<file path="src/rtl/seg_msg_arbiter_if.sv">
// seg_msg_arbiter_if: request/digit bus between message sources and the display arbiter.
interface seg_msg_arbiter_if;
    logic [2:0]  req;
    logic [47:0] req_digits;
    logic [15:0] digit_out;
    logic        grant_valid;
    logic [1:0]  grant_id;
    logic [2:0]  grant_ack;
    modport master (output req, req_digits, input digit_out, grant_valid, grant_id, grant_ack);
    modport slave  (input req, req_digits, output digit_out, grant_valid, grant_id, grant_ack);
endinterface

</file>
<file path="src/rtl/seg_msg_arbiter.sv">
// seg_msg_arbiter: priority owner selection with minimum hold for the 4-digit display.
// Define SEG_ARB_BLINK_EN to blink the error countdown (source 0).
module seg_msg_arbiter #(
    parameter int HOLD_CYC  = 50_000_000,
    parameter int BLINK_CYC = 25_000_000
) (
    input  logic clk,
    input  logic rst,
    seg_msg_arbiter_if.slave bus
);
    localparam int HW = $clog2(HOLD_CYC + 1);
    localparam logic [HW-1:0] HOLD_LD = HW'(HOLD_CYC - 1);
    typedef enum logic {IDLE, SHOW} state_t;
    state_t      r_state, w_state;
    logic [1:0]  r_owner, w_owner, w_win;
    logic [HW-1:0] r_hold, w_hold;
    logic [15:0] r_trk, w_trk, r_dout, w_win_sl, w_own_sl;
    logic [2:0]  r_ack, w_ack;
    logic        r_valid, w_grant, w_any, w_own_req, w_blank;
    assign w_win     = bus.req[0] ? 2'd0 : bus.req[1] ? 2'd1 : 2'd2;
    assign w_any     = |bus.req;
    assign w_own_req = bus.req[r_owner];
    assign w_win_sl  = bus.req_digits[{w_win, 4'b0} +: 16];
    assign w_own_sl  = bus.req_digits[{r_owner, 4'b0} +: 16];
    // A new grant covers idle pickup, preemption by a higher source, and handover after hold expiry.
    always_comb begin
        w_grant = w_any && (r_state == IDLE || w_win < r_owner || (r_hold == '0 && !w_own_req));
        w_state = (w_grant || (r_state == SHOW && (r_hold != '0 || w_own_req))) ? SHOW : IDLE;
        w_owner = w_grant ? w_win : (w_state == SHOW ? r_owner : 2'd0);
        w_hold  = w_grant ? HOLD_LD : (r_hold != '0 ? r_hold - HW'(1) : '0);
        w_ack   = w_grant ? 3'b001 << w_win : 3'b000;
        w_trk   = w_grant ? w_win_sl : w_state == IDLE ? 16'hFFFF : w_own_req ? w_own_sl : r_trk;
    end
`ifdef SEG_ARB_BLINK_EN
    localparam int BW = BLINK_CYC > 1 ? $clog2(BLINK_CYC) : 1;
    logic [BW-1:0] r_bcnt;
    logic          r_phase, w_wrap, w_phase;
    assign w_wrap  = r_bcnt == BW'(BLINK_CYC - 1);
    assign w_phase = w_ack[0] ? 1'b0 : r_phase ^ w_wrap;
    assign w_blank = w_state == SHOW && w_owner == 2'd0 && w_phase;
    // Counter restarts with the phase on a fresh error grant so every blink period is full length.
    always_ff @(posedge clk) begin
        if (rst || w_ack[0]) begin
            r_bcnt  <= '0;
            r_phase <= 1'b0;
        end else begin
            r_bcnt  <= w_wrap ? '0 : r_bcnt + BW'(1);
            r_phase <= r_phase ^ w_wrap;
        end
    end
`else
    assign w_blank = 1'b0 && (BLINK_CYC > 0);
`endif
    always_ff @(posedge clk) begin
        if (rst) begin
            r_state <= IDLE;
            r_owner <= 2'd0;
            r_hold  <= '0;
            r_trk   <= 16'hFFFF;
            r_dout  <= 16'hFFFF;
            r_valid <= 1'b0;
            r_ack   <= 3'b000;
        end else begin
            r_state <= w_state;
            r_owner <= w_owner;
            r_hold  <= w_hold;
            r_trk   <= w_trk;
            r_dout  <= w_blank ? 16'hFFFF : w_trk;
            r_valid <= w_state == SHOW;
            r_ack   <= w_ack;
        end
    end
    assign bus.digit_out   = r_dout;
    assign bus.grant_valid = r_valid;
    assign bus.grant_id    = r_owner;
    assign bus.grant_ack   = r_ack;
endmodule

</file>
<file path="src/flat_wrapper.sv">
// flat-port wrapper written by rule: the top's interface ports become plain ports
module seg_msg_arbiter_flat 
#(
    parameter int HOLD_CYC  = 50_000_000,
    parameter int BLINK_CYC = 25_000_000
)
  (clk, rst, bus_req, bus_req_digits, bus_digit_out, bus_grant_valid, bus_grant_id, bus_grant_ack);
  seg_msg_arbiter_if bus_i ();
  input  logic clk;
  input  logic rst;
  input wire logic [$bits(bus_i.req)-1:0] bus_req;
  input wire logic [$bits(bus_i.req_digits)-1:0] bus_req_digits;
  output wire logic [$bits(bus_i.digit_out)-1:0] bus_digit_out;
  output wire logic [$bits(bus_i.grant_valid)-1:0] bus_grant_valid;
  output wire logic [$bits(bus_i.grant_id)-1:0] bus_grant_id;
  output wire logic [$bits(bus_i.grant_ack)-1:0] bus_grant_ack;
  assign bus_i.req = bus_req;
  assign bus_i.req_digits = bus_req_digits;
  assign bus_digit_out = bus_i.digit_out;
  assign bus_grant_valid = bus_i.grant_valid;
  assign bus_grant_id = bus_i.grant_id;
  assign bus_grant_ack = bus_i.grant_ack;
  seg_msg_arbiter #(.HOLD_CYC(HOLD_CYC), .BLINK_CYC(BLINK_CYC)) u_core (.clk(clk), .rst(rst), .bus(bus_i));
endmodule
</file>
<file path="config.mk">
export PLATFORM = sky130hd
export DESIGN_NAME = seg_msg_arbiter_flat
export DESIGN_NICKNAME = d
export VERILOG_FILES = /design/src/rtl/seg_msg_arbiter_if.sv /design/src/rtl/seg_msg_arbiter.sv /design/src/flat_wrapper.sv
export SDC_FILE = /design/constraint.sdc
export NUM_CORES = 1
export LEC_CHECK = 0
export CAP_MARGIN = 20
export CORE_MARGIN = 5
export CORE_UTILIZATION = 44
export CTS_BUF_LIST = sky130_fd_sc_hd__clkbuf_16
export DETAILED_ROUTE_END_ITERATION = 8
export GPL_ROUTABILITY_DRIVEN = 0
export HOLD_SLACK_MARGIN = 0.03
export PLACE_DENSITY = 0.81
export SLEW_MARGIN = 15
export SYNTH_ARGS = -nofsm -noshare
export SYNTH_HDL_FRONTEND = slang
export SYNTH_SLANG_ARGS = --single-unit
</file>
<file path="constraint.sdc">
create_clock -name clk -period 3.95 [get_ports clk]
set_clock_uncertainty 0.15 [all_clocks]
set_input_delay 0.9875 -clock clk [delete_from_list [all_inputs] [get_ports clk]]
set_output_delay 0.9875 -clock clk [all_outputs]
set_load 0.005 [all_outputs]
</file>
; ---- Word-level counts from Yosys, hierarchy flattened
; Index checks and enable logic that the tools add are counted.
[op_classes]
add_sub_neg = 1
n_lt_le_gt_ge = 2
n_eq_ne = 2
shift = 3
muxes = 12
bitwise = 3
reduce_logical = 13
[op_table]
columns = operator, n
row1 = variable part select 48 x 7 -> 16 bit, 2
row2 = two-way mux 26 bit, 2
row3 = two-way mux 16 bit, 3
row4 = logical NOT 26 bit, 1
row5 = nonzero test 26 bit, 1
row6 = subtractor 26 x 1 -> 26 bit (second input constant), 1
row7 = two-way mux 2 bit, 4
row8 = OR reduction 3 bit, 2
row9 = logical OR 1 bit, 4
row10 = logical AND 1 bit, 3
row11 = < comparator 2 x 3 -> 1 bit (second input constant), 1
row12 = != test 3 bit (second input constant), 1
row13 = inverter 1 bit, 3
row14 = left shift 1 x 2 -> 3 bit (first input constant), 1
row15 = binary-select mux 1 bit (select 2 bit), 1
row16 = < comparator 2 bit, 1
row17 = two-way mux 1 bit, 2
row18 = != test 2 bit (second input constant), 1
row19 = OR reduction 2 bit, 1
row20 = logical NOT 1 bit, 1
[totals]
ff_bits = 48
out_inout_bits = 22
wordCells = 42

; ---- Depth between registers and ports, before layout
; Gate-level depths: netlist of run 1.
[logic_depth]
ltp_word = 10
mapped_depth = 10

; ---- Worst setup path after synthesis of run 1
; Ideal clock, no wire load.
[synth_path]
kind = input -> register
from = input bus_req[1]
to = register u_core.r_trk[0]
t_arrival_ns = 3.661
setup_slack_ns = 0.014
cell_stages = 10
n_path_buf = 3
cell_sequence = buf_1 > buf_1 > nor2_1 > ha_1 > nor2b_1 > o311ai_0 > nand3b_1 > clkbuf_1 > o32ai_1 > a21oi_1
[synth_between]
elab_chain_cells = 10
[synth_rtl]
columns = item, line
row1 = "start, declared", flat_wrapper.sv:11  ; input wire logic [$bits(bus_i.req)-1:0] bus_req;
row2 = two-way mux 2 bit / binary-select mux 1 bit (select 2 bit) (equally long branches), "seg_msg_arbiter.sv:20, seg_msg_arbiter.sv:22"
row3 = two-way mux 2 bit / two-way mux 1 bit (equally long branches), "seg_msg_arbiter.sv:20, seg_msg_arbiter.sv:22"
row4 = < comparator 2 bit / logical NOT 1 bit (equally long branches), seg_msg_arbiter.sv:27  ; w_grant = w_any && (r_state == IDLE || w_win < r_owner || (r_hold == '0 && !w_own_req));
row5 = logical OR 1 bit / logical AND 1 bit (equally long branches), seg_msg_arbiter.sv:27
row6 = logical OR 1 bit, seg_msg_arbiter.sv:27
row7 = logical AND 1 bit, seg_msg_arbiter.sv:27
row8 = logical OR 1 bit, seg_msg_arbiter.sv:28  ; w_state = (w_grant || (r_state == SHOW && (r_hold != '0 || w_own_req))) ? SHOW : IDLE;
row9 = two-way mux 1 bit, seg_msg_arbiter.sv:28
row10 = two-way mux 16 bit (2 in series), seg_msg_arbiter.sv:32  ; w_trk = w_grant ? w_win_sl : w_state == IDLE ? 16'hFFFF : w_own_req ? w_own_sl : r_trk;
row11 = "end signal, assigned", seg_msg_arbiter.sv:67  ; r_trk <= w_trk;
row12 = "end, declared", seg_msg_arbiter.sv:17  ; logic [15:0] r_trk, w_trk, r_dout, w_win_sl, w_own_sl;
; Parallel ways exist; a longest one is shown, timed or not. The select of a mux whose other input is x is not followed.
; A chain may end at the register's enable or synchronous reset.

; ---- Final worst setup path of run 1
[layout_path]
from = input bus_req[1]
to = register u_core.r_trk[1]
; Same word-level chain as after synthesis.

==> results.ini, run 1 <==
[run_status]
status=complete, no violations

[synthesis]
yosysTopAreaCell=dfxtp_1
synth_cells=330
synth_fa_ha_area_share_pct=0.8921
synth-main-ff-cell=dfxtp_1
synth_compound_area_share_pct=23.06
muxShareOfSynthArea_pct=11.42
synth_top_family_by_area=compound AO/OA/AOI/OAI gates
synth_nets=385
synth_edf_count=0
synth.ff_latch_count=48
synth.distinct_cells=42
yosys.area_share.simple_pct=17.62
synthTopCellsByArea=dfxtp_1 34%, mux2i_1 11%, xnor2_1 6.9%
avgSynthCellArea_um2=8.501
synth_area_um2=2805
yosys.area.top_type_share_pct=34.26
ys_async_sr_fraction_pct=0
ys_warn_count=0
yosysSeqAreaShare_pct=34.26
synthXorXnorAreaFrac_pct=7.181

[power]
power.density_nw_per_um2=368.0
p_total_w=0.001390
ir_worst_vdd_v=0.0002680
static-leakage-power_nw=1.316

[clock_network]
post_cts_resized=0
clk_latency_ns=0.29
h-tree-depth=2
cts_buffers=5
cts_tree=yes
postCtsHoldBufs=0
cts_setup_buffers=0
cts_root_buffer=clkbuf_16
cts.clk_slew.worst_paths_ns=0.06
cts.sink_count=48
clockBufferDepth=2

[finish]
antenna_cells=0
final_cell_mix=74 x clkdlybuf4s50_1, 48 x dfxtp_1, 34 x nor2_1
n_fill_cell=537
final_common_cell=clkdlybuf4s50_1
area_delta_synth_final_pct=34.70
drive_gt1_share_pct=8.750
num-nets-final=454
multiInputGateArea_um2=1688
final-seq-area_um2=960.9

[floorplanning]
coreArea_um2=6277
die_x_um=89.85
row_count=29
die_h_um=89.85
dieArea_um2=8072
start_util_pct=44.69
ios=75

[routing]
postRouteAntennaNets=0
route.detailed.drc=0
avgRoutedWirePerCell_um=16.33
wirelength_um=7789
drt_iter0_drc=165
vias=2753
via_per_inst=5.771
dr.pass1.iters=4

[setup_path]
critical-path-max-stage-delay_ns=0.48
crit_path_frequent_cell=buf_4
crit_chain=clkdlybuf4s50_1 > buf_4 > nor2b_1 > o311ai_0 > buf_4 > nand3b_1 > buf_4 > o32ai_1 > a21oi_1
crit_required_ns=3.97
start_kind=primary input
crit_type=in2reg
end_kind=flop
worstPathMaxFanout=21
arrival_ns=3.19
cp_slowest_cell=clkdlybuf4s50_1

[place]
io_buffers=74
pre_cts_slack_ns=0.4737
dp_hpwl_um=5508

[grt]
grt.overflow.total=0
grt_use_total_pct=19.41
grt_max_degree=38
grt_pass1_wl_um=13240
grt_antenna_before_repair=0
first_global_vias=2882

[sta]
drv_slew=0
finalSetupViolations=0
finalHoldViolCount=0
max_clock_freq_mhz=315.3
tightest_slew_ns=0.6948
grt_setup_unrepaired=no
fin_crit_ns=3.172
slew_headroom_pct=53.19
fin_setup_tns_ns=0
worst_slack_ns=0.7783
finalCritPeriodShare_pct=80.30

[worst_hold_path]
hp-class=reg2reg

[job]
drv_cap=0

[power by group]
group	switching, W	internal [W]	leakage, nW
clock	0.000188	0.000301	0.0840
combinational	0.000149	0.000175	0.833
sequential	0.0000410	0.000536	0.399
total	0.000379	0.00101	1.32
[critical path, delay by kind of cell]
family,cells,cell delay (ns)
and+or+nand+nor,2,0.25
AOI/OAI and AO/OA,3,0.71
buffers and inverters,4,1.23
[metrics by stage]
step           util (%)  instances  area, um^2  hold WS [ns]
2_1_floorplan         -        330        2805        0.3059
6_report          60.20        477        3779        0.3396
3_5_place_dp      57.44        469        3606        0.3355
3_3_place_gp      57.44        469        3606        0.3152
4_1_cts           60.20        477        3779        0.3426
5_1_grt           60.20        477        3779        0.3657
[cell type report]
type | count | area share [%]
flip-flops and latches | 48 | 25.43
clock buffers | 5 | 3.311
inverters | 8 | 0.7947
clock inverters | 3 | 1.258
repair buffers | 86 | 21.99
multi-input cells | 250 | 44.67
well taps | 77 | 2.550
[final timing paths]
check | startpoint | depth (start not counted) | slack [ns] | to
max | bus_req[1] | 9 | 0.78 | u_core.r_trk[1]
min | u_core.r_trk[7] | 1 | 0.34 | u_core.r_trk[7]
max reg2reg | u_core.r_hold[12] | 6 | 1.05 | u_core.r_hold[9]
min reg2reg | u_core.r_trk[7] | 1 | 0.34 | u_core.r_trk[7]
[synth_stat cells, types with 2 or more instances]
cell type	number
o21ai_2	9
nor3_1	9
o32ai_1	17
dfxtp_1	48
buf_2	2
nor4_1	6
nand3_1	2
xnor2_1	22
clkbuf_1	14
buf_6	3
buf_4	3
nor2_1	34
nand2_1	18
nor2b_1	3
inv_1	8
or3_1	6
mux2i_1	32
a21oi_1	33
buf_1	2
o21ai_0	27
or4_1	8
ha_1	2
nand2b_1	3
[layer usage]
layer  vias up  global-route usage, %  part of all wire, %
met5         -                      0                    0
met4         0                  11.59                  3.4
met3        21                  3.756                  6.7
met2       107                  32.13                   49
met1      1278                  23.08                   41
li1       1347                      -                    -
[state kept, by name, indices dropped and copies added, names as in the netlist]
register / cells
u_core.bus.grant_ack: 3
u_core.r_hold: 26
u_core.r_trk: 16
u_core.r_state: 1
u_core.bus.grant_id: 2
[cells by family after synthesis]
kind of cell	count (synthesis)
compound gates	97
xor+xnor	23
fa+ha+maj	2
buf+inv	32
flops	48
mux	32
simple gates	96
Power figures use the tool's default switching activity.
==> run 2, diff against run 1 <==
clock period = 2.9 ns   (was 3.95 ns; I/O delays follow)
==> run 2 against run 1 <==
Utilization rose by 1.2 points. Clock power is 48% higher. Setup slack worse by 0.64 ns. Sequential share of layout area decreased by 0.50 points. Routed wire length is 2.5% lower. Highest routed layer unchanged. Largest cell class unchanged. Power up 41%. Sequential cell count unchanged. Largest power group unchanged. First-iteration DRC count rose by 14%.
==> results.ini, run 2 (synthesis gave the netlist of run 1 again) <==
[run_status]
status=complete, no violations

[grt]
grt_antenna_before_repair=0
grt_pass1_wl_um=12810
grt_use_total_pct=18.55
grt.overflow.total=0
grt_max_degree=34
first_global_vias=2668

[setup_path]
r2r-end=u_core.r_trk[7]
arrival_ns=2.78
reg2reg_from=u_core.r_hold[12]
crit_type=in2reg
end_kind=flop
r2r_cells=5
worstPathMaxFanout=21
rrSetupSlack_ns=0.20
crit_required_ns=2.91
start_kind=primary input

[sta]
fin_crit_ns=2.763
max_clock_freq_mhz=361.9
slew_headroom_pct=64.61
worst_slack_ns=0.1365
grt_setup_unrepaired=no
finalHoldViolCount=0
tightest_slew_ns=0.5236
drv_slew=0
finalSetupViolations=0
finalCritPeriodShare_pct=95.29
fin_setup_tns_ns=0

[routing]
dr.pass1.iters=4
via_per_inst=5.677
route.detailed.drc=0
postRouteAntennaNets=0
vias=2725
wirelength_um=7594
avgRoutedWirePerCell_um=15.82
drt_iter0_drc=188

[clock_network]
cts_buffers=5
cts_setup_buffers=0
cts.sink_count=48
post_cts_resized=0
cts_tree=yes
cts.clk_slew.worst_paths_ns=0.06
h-tree-depth=2
postCtsHoldBufs=0
cts_root_buffer=clkbuf_16
clk_latency_ns=0.28
clockBufferDepth=2

[power]
power.density_nw_per_um2=509.9
static-leakage-power_nw=1.350
sw_frac_of_total_pct=25.18
pwr-share-seq_pct=40.1
p_int_w=0.001470
ir_worst_vdd_v=0.0002856
power.switching_w=0.0004949
combPwrFrac_pct=23.1
clockPowerShare_pct=36.8

[finish]
finish.instance_area_um2=3854
drive_gt1_share_pct=9.677
num-nets-final=458
area_delta_synth_final_pct=37.38
final_cell_count_no_fill=480
largest_register_ff_count=26
antenna_cells=0
final_common_cell=clkdlybuf4s50_1
top_register=u_core.r_hold
final_cell_mix=74 x clkdlybuf4s50_1, 48 x dfxtp_1, 34 x nor2_1
post-route-util_pct=61.39
n_fill_cell=509

[worst_hold_path]
min_to=u_core.r_hold[11]
hp-class=reg2reg
worstHoldStart=u_core.r_hold[11]
min_path_cells=2

[place]
dp.cells=473
io_buffers=74
dpl_cell_area_um2=3669
pre_cts_slack_ns=-0.1215
dp_hpwl_um=5430

[floorplanning]
ios=75
die_x_um=89.85
die_h_um=89.85
row_count=29
start_util_pct=44.69
coreArea_um2=6277
dieArea_um2=8072

[job]
drv_cap=0

-- run 2: worst max-delay path by stage --
| stage | depth (start not counted) | from | slack [ns] | endpoint |
|---|---|---|---|---|
| 2_1_floorplan | 10 | bus_req[1] | 0.04 | u_core.r_trk[0] |
| 3_5_place_dp | 8 | bus_req[1] | -0.12 | u_core.r_trk[0] |
| 3_3_place_gp | 8 | bus_req[1] | -0.02 | u_core.r_trk[1] |
| 4_1_cts | 8 | bus_req[1] | 0.15 | u_core.r_trk[0] |
| 6_report | 8 | bus_req[1] | 0.14 | u_core.r_trk[6] |
| 5_1_grt | 8 | bus_req[1] | 0.02 | u_core.r_trk[6] |
-- run 2: power groups by stage --
stage	combinational [W]	sequential [W]	clock, W
after floorplan	0.000249	0.000790	0
after global placement	0.000442	0.000798	0
after detailed placement	0.000451	0.000801	0
after CTS	0.000456	0.000787	0.000736
after global routing	0.000498	0.000797	0.000763
final	0.000454	0.000789	0.000722
-- run 2: per-layer routing --
layer,wire length (um),GRT usage [%]
met4,114,6.549
met1,3321,24.10
met2,3706,30.24
met5,0,0
met3,452,3.923
-- run 2: critical path, stage by stage --
cell,delay (ns)
clkdlybuf4s50_1,0.49
buf_4,0.33
nor2b_1,0.13
o311ai_2,0.31
nand3b_1,0.17
buf_4,0.24
o32ai_1,0.31
a21oi_1,0.07
-- run 2: through the flow --
step / hold slack [ns] / total power [W]
detailed placement: 0.3364 / 0.001252
global route: 0.3766 / 0.002057
global placement: 0.3187 / 0.001240
floorplan: 0.3059 / 0.001039
CTS: 0.3475 / 0.001979
finish: 0.3548 / 0.001965
-- run 2: area by class of cell --
| class | instances | area [um^2] | area share (%) |
|---|---|---|---|
| Clock buffer | 5 | 125.1 | 3.247 |
| Clock inverter | 2 | 60.06 | 1.558 |
| Inverter | 8 | 30.03 | 0.7792 |
| Multi-Input combinational cell | 250 | 1695 | 43.99 |
| Sequential cell | 48 | 960.9 | 24.94 |
| Tap cell | 77 | 96.34 | 2.500 |
| Timing Repair Buffer | 90 | 885.9 | 22.99 |
